File: src/rtl/ram_scan_ctrl.sv
// rtl/ram_scan_ctrl.sv - write-strobe sequencer and free-running read scan for the 32x4 dual-port RAM lab
`timescale 1ns/1ps
module ram_scan_ctrl #(
  parameter int TICK_DIV = 50_000_000,
  parameter int DEBOUNCE = 500_000,
  parameter int ADDR_W   = 5,
  parameter int DATA_W   = 4
) (
  input  logic              clk,
  input  logic              reset_n,
  input  logic              key_wr,
  input  logic [ADDR_W-1:0] sw_addr,
  input  logic [DATA_W-1:0] sw_data,
  input  logic              hold,
  output logic              wren,
  output logic [ADDR_W-1:0] wraddress,
  output logic [DATA_W-1:0] data,
  output logic [ADDR_W-1:0] rdaddress,
  output logic              tick
);

  localparam int PW = (TICK_DIV > 1) ? $clog2(TICK_DIV) : 1;
  localparam int DW = $clog2(DEBOUNCE + 1);
  localparam logic [PW-1:0] PRE_MAX = PW'(TICK_DIV - 1);
  localparam logic [DW-1:0] DEB_MAX = DW'(DEBOUNCE - 1);

  localparam logic [1:0] S_IDLE    = 2'd0;
  localparam logic [1:0] S_WRITE   = 2'd1;
  localparam logic [1:0] S_RELEASE = 2'd2;

  logic          key_meta;
  logic          key_s;
  logic [1:0]    state;
  logic [DW-1:0] deb_cnt;
  logic [PW-1:0] pre;

  // Synchronizer resets to "pressed" so a key held through reset is ignored.
  always_ff @(posedge clk) begin
    if (!reset_n) begin
      key_meta <= 1'b0;
      key_s    <= 1'b0;
    end else begin
      key_meta <= key_wr;
      key_s    <= key_meta;
    end
  end

  always_ff @(posedge clk) begin
    if (!reset_n) begin
      state     <= S_RELEASE;
      deb_cnt   <= '0;
      wren      <= 1'b0;
      wraddress <= '0;
      data      <= '0;
    end else begin
      wren <= 1'b0;
      case (state)
        S_IDLE: begin
          if (!key_s) begin
            state     <= S_WRITE;
            wren      <= 1'b1;
            wraddress <= sw_addr;
            data      <= sw_data;
          end
        end
        S_WRITE: begin
          state   <= S_RELEASE;
          deb_cnt <= '0;
        end
        S_RELEASE: begin
          // Any bounce back to pressed restarts the release interval.
          if (!key_s) begin
            deb_cnt <= '0;
          end else if (deb_cnt == DEB_MAX) begin
            state   <= S_IDLE;
            deb_cnt <= '0;
          end else begin
            deb_cnt <= deb_cnt + DW'(1);
          end
        end
        default: state <= S_RELEASE;
      endcase
    end
  end

  always_ff @(posedge clk) begin
    if (!reset_n) begin
      pre       <= '0;
      rdaddress <= '0;
      tick      <= 1'b0;
    end else if (hold) begin
      pre  <= '0;
      tick <= 1'b0;
    end else if (pre == PRE_MAX) begin
      pre       <= '0;
      rdaddress <= rdaddress + ADDR_W'(1);
      tick      <= 1'b1;
    end else begin
      pre  <= pre + PW'(1);
      tick <= 1'b0;
    end
  end

endmodule

File: config.mk
export PLATFORM = sky130hd
export DESIGN_NAME = ram_scan_ctrl
export DESIGN_NICKNAME = d
export VERILOG_FILES = /design/src/rtl/ram_scan_ctrl.sv
export SDC_FILE = /design/constraint.sdc
export NUM_CORES = 1
export LEC_CHECK = 0
export ABC_AREA = 1
export ABC_CLOCK_PERIOD_IN_PS = 3300
export BUFFER_PORTS_ARGS = -buffer_cell sky130_fd_sc_hd__buf_4
export CAP_MARGIN = 10
export CELL_PAD_IN_SITES_DETAIL_PLACEMENT = 0
export CELL_PAD_IN_SITES_GLOBAL_PLACEMENT = 2
export CORE_MARGIN = 2
export CORE_UTILIZATION = 35
export DETAILED_ROUTE_END_ITERATION = 7
export PLACE_DENSITY = 0.89
export SYNTH_ARGS = -nofsm -noshare
export SYNTH_HDL_FRONTEND = slang
export SYNTH_SLANG_ARGS = --single-unit
File: constraint.sdc
create_clock -name clk -period 3.3 [get_ports clk]
set_input_delay 0.66 -clock clk [delete_from_list [all_inputs] [get_ports clk]]
set_output_delay 0.66 -clock clk [all_outputs]
set_load 0.1 [all_outputs]
==> qor.txt <==
number of fill cells in the layout - 1,042
top cells by area, synth - dfxtp_1 39%, nand2_1 15%, nor2_1 8.7%, inv_1 6.0%, a21oi_1 5.4%
Seq/Total Area, Yosys - 38.7%
status - finished clean
vias in the first global route - 2,954
final setup margin - 1.30 ns
Worst Path Required - 3.58 ns
Core Region - 9280 sq um
Synth Flop Type - dfxtp_1
Synth Area in XOR/XNOR - 3.64%
cts hold-fix bufs - 0
Routed Antenna Nets - 0
min-delay worst type - reg -> reg
Die Wd - 102 um
synth cell count leaders - 134 x nand2_1, 78 x nor2_1, 65 x dfxtp_1
Post-synth EDFFs - 0
Finished Layout Cells - 669
Slew Limit Headroom - 44.0%
final wirelength - 8150 um
Worst Hold Path Cells - 2
largest net degree at the start of global routing - 27
crit path kind - reg -> reg
Root Driver - clkbuf_8
GPL Wtd Cong - 0.910
Clock Latency Late Sink - 0.34 ns
Yosys reg bits - 65
count leader, synth - nand2_1
vias per std cell - 4.67
Storage cell area - 1300 sq um
Post-Synth Simple-Gate Area - 36.9%
pre-CTS WS - 1.29 ns
fin nets - 553
GRT Total Usage - 16.8%
final setup vio count - 0
post-CTS setup buffers - 0
# diodes - 0
Max Cap Violations - 0
DR WL/cell - 12.2 um
maximum VDD drop - 0.000200 V
CP Max Fanout - 19
die height - 102 um
CP Launch Type - flop
post-CTS sizing - 0
fin crit share - 60.7%
clk_skew - 0.00936 ns
Slew Viols, Final - 0
Cell Rows - 35
unrepaired setup endpoints after global routing - no
Adder-Cell Fraction of Synth Area - 1.86%
transition time of the tightest slew-check pin - 0.841 ns
top achievable clock speed - 0.499 GHz
first-pass GRT wire length - 13,700 um
drt first pass iters - 4
FF-to-FF path depth - 8
Post-Syn Area per Cell - 6.68 sq um
Synth area leader - dfxtp_1
1st-iter DRT viols - 147
Synth cell types - 28
Clock Tree Buf Depth - 2
Port Buf Inserts - 28
synth warn - 0
I/O pin count - 29
CTS H-Tree Depth - 3
multi-input logic area - 1790 sq um
Synth-to-Final Area Change - 14.4%
mux share of post-synthesis cell area - 0%
via count - 3,122
Post-synth ARST share - 0%
Placed Cells - 653
CP endpoint kind - flop
critical path arrival - 2.28 ns
LEAKAGE - 1.32 nW
Worst-path clk slew - 0.08 ns
share of layout cells above drive strength 1 - 11.5%
clk sinks - 65
setup_tns - 0 ns
Cells after Synth - 504
die area - 10,400 sq um
Starting Density - 36.3%
total congestion overflow - 0
post-route minimum period - 2.00 ns
power after layout - 0.00143 W
Final HPWL DP - 5910 um
post-route cell area - 3850 sq um
DRC Markers - 0
Power Dens Cells - 370 nW/um^2
compound-gate portion of the synthesized area - 10.8%
Area after DPL - 3690 sq um
Synth Cell Area - 3370 sq um
antenna violations before repair - 0
Final Hold Viols - 0
largest family of logic cells by synthesized area - simple AND/OR/NAND/NOR gates
Yosys top cell area share - 38.7%
Post-Syn Nets - 522
CTS Buf Count - 9
TritonCTS clock tree - built
## per-layer routing
layer / vias to the layer above / track usage, % / share of wire [%]
met3: 13 / 5.13 / 4.3
li1: 1670 / - / -
met4: 0 / 5.44 / 1.9
met2: 61 / 27.9 / 46
met5: - / 0 / 0
met1: 1378 / 20.9 / 48
## registers in the layout (all words and copies together), names as in the netlist
register / flops
rdaddress: 5
key_meta: 1
tick: 1
pre: 26
wren: 1
data: 4
key_s: 1
deb_cnt: 19
state: 2
wraddress: 5
## worst max-delay path, cell delays in order, from the launching register on
cell,delay (ns)
dfxtp_1,0.34
ha_1,0.22
nand2_1,0.15
nor2_4,0.07
inv_1,0.05
nor2_1,0.05
a21oi_2,0.67
o21ai_0,0.21
a21oi_1,0.16
## power breakdown
group	switching [W]	internal [W]	leakage, nW
combinational	0.0000257	0.0000155	0.714
clock	0.000327	0.000267	0.0818
sequential	0.00000262	0.000787	0.524
total	0.000356	0.00107	1.32
## layout by cell type, fill, tap and decap left out, drive strengths merged
cell / n
a21oi: 41
o21ai: 23
nor2: 84
clkinvlp: 2
clkinv: 6
o21a: 1
nor3: 17
xor2: 8
ha: 5
nor3b: 2
nand3: 30
o211a: 1
inv: 56
dfxtp: 65
clkbuf: 10
a21o: 1
nand2: 137
buf: 29
or2: 1
nand4: 8
xnor2: 6
nand3b: 7
## cell families (layout without fill, tap and decap cells)
logic type	Yosys count	in the layout
AND/OR/NAND/NOR	286	286
adder cells (fa/ha/maj)	5	5
flip-flops	65	65
AO/OA/AOI/OAI	67	67
buffers and inverters	67	103
XOR/XNOR	14	14
## layout make-up
| type | count | share of cell area, % |
|---|---|---|
| clock buffer | 10 | 3.31 |
| clock inverter | 6 | 0.910 |
| inverter | 58 | 5.65 |
| multi-input combinational | 372 | 46.5 |
| sequential | 65 | 33.8 |
| tap | 129 | 4.19 |
| timing repair buffer | 29 | 5.65 |
## per-stage QoR
stage                     utilization, %  hold WS [ns]
final                               41.5         0.406
after global routing                41.5         0.445
after CTS                           41.5         0.419
after detailed placement            39.7         0.402
after global placement              39.7         0.399
after floorplan                        -         0.390
## path summary, 6_finish.rpt
path / startpoint / endpoint / slack, ns
setup / recovery: deb_cnt[0]$_SDFFE_PN0P_ / deb_cnt[15]$_SDFFE_PN0P_ / 1.30
hold / removal: key_meta$_SDFF_PN0_ / key_s$_SDFF_PN0_ / 0.41
setup reg to reg: deb_cnt[0]$_SDFFE_PN0P_ / deb_cnt[15]$_SDFFE_PN0P_ / 1.30
hold reg to reg: key_meta$_SDFF_PN0_ / key_s$_SDFF_PN0_ / 0.41
Power figures use the tool's default switching activity.
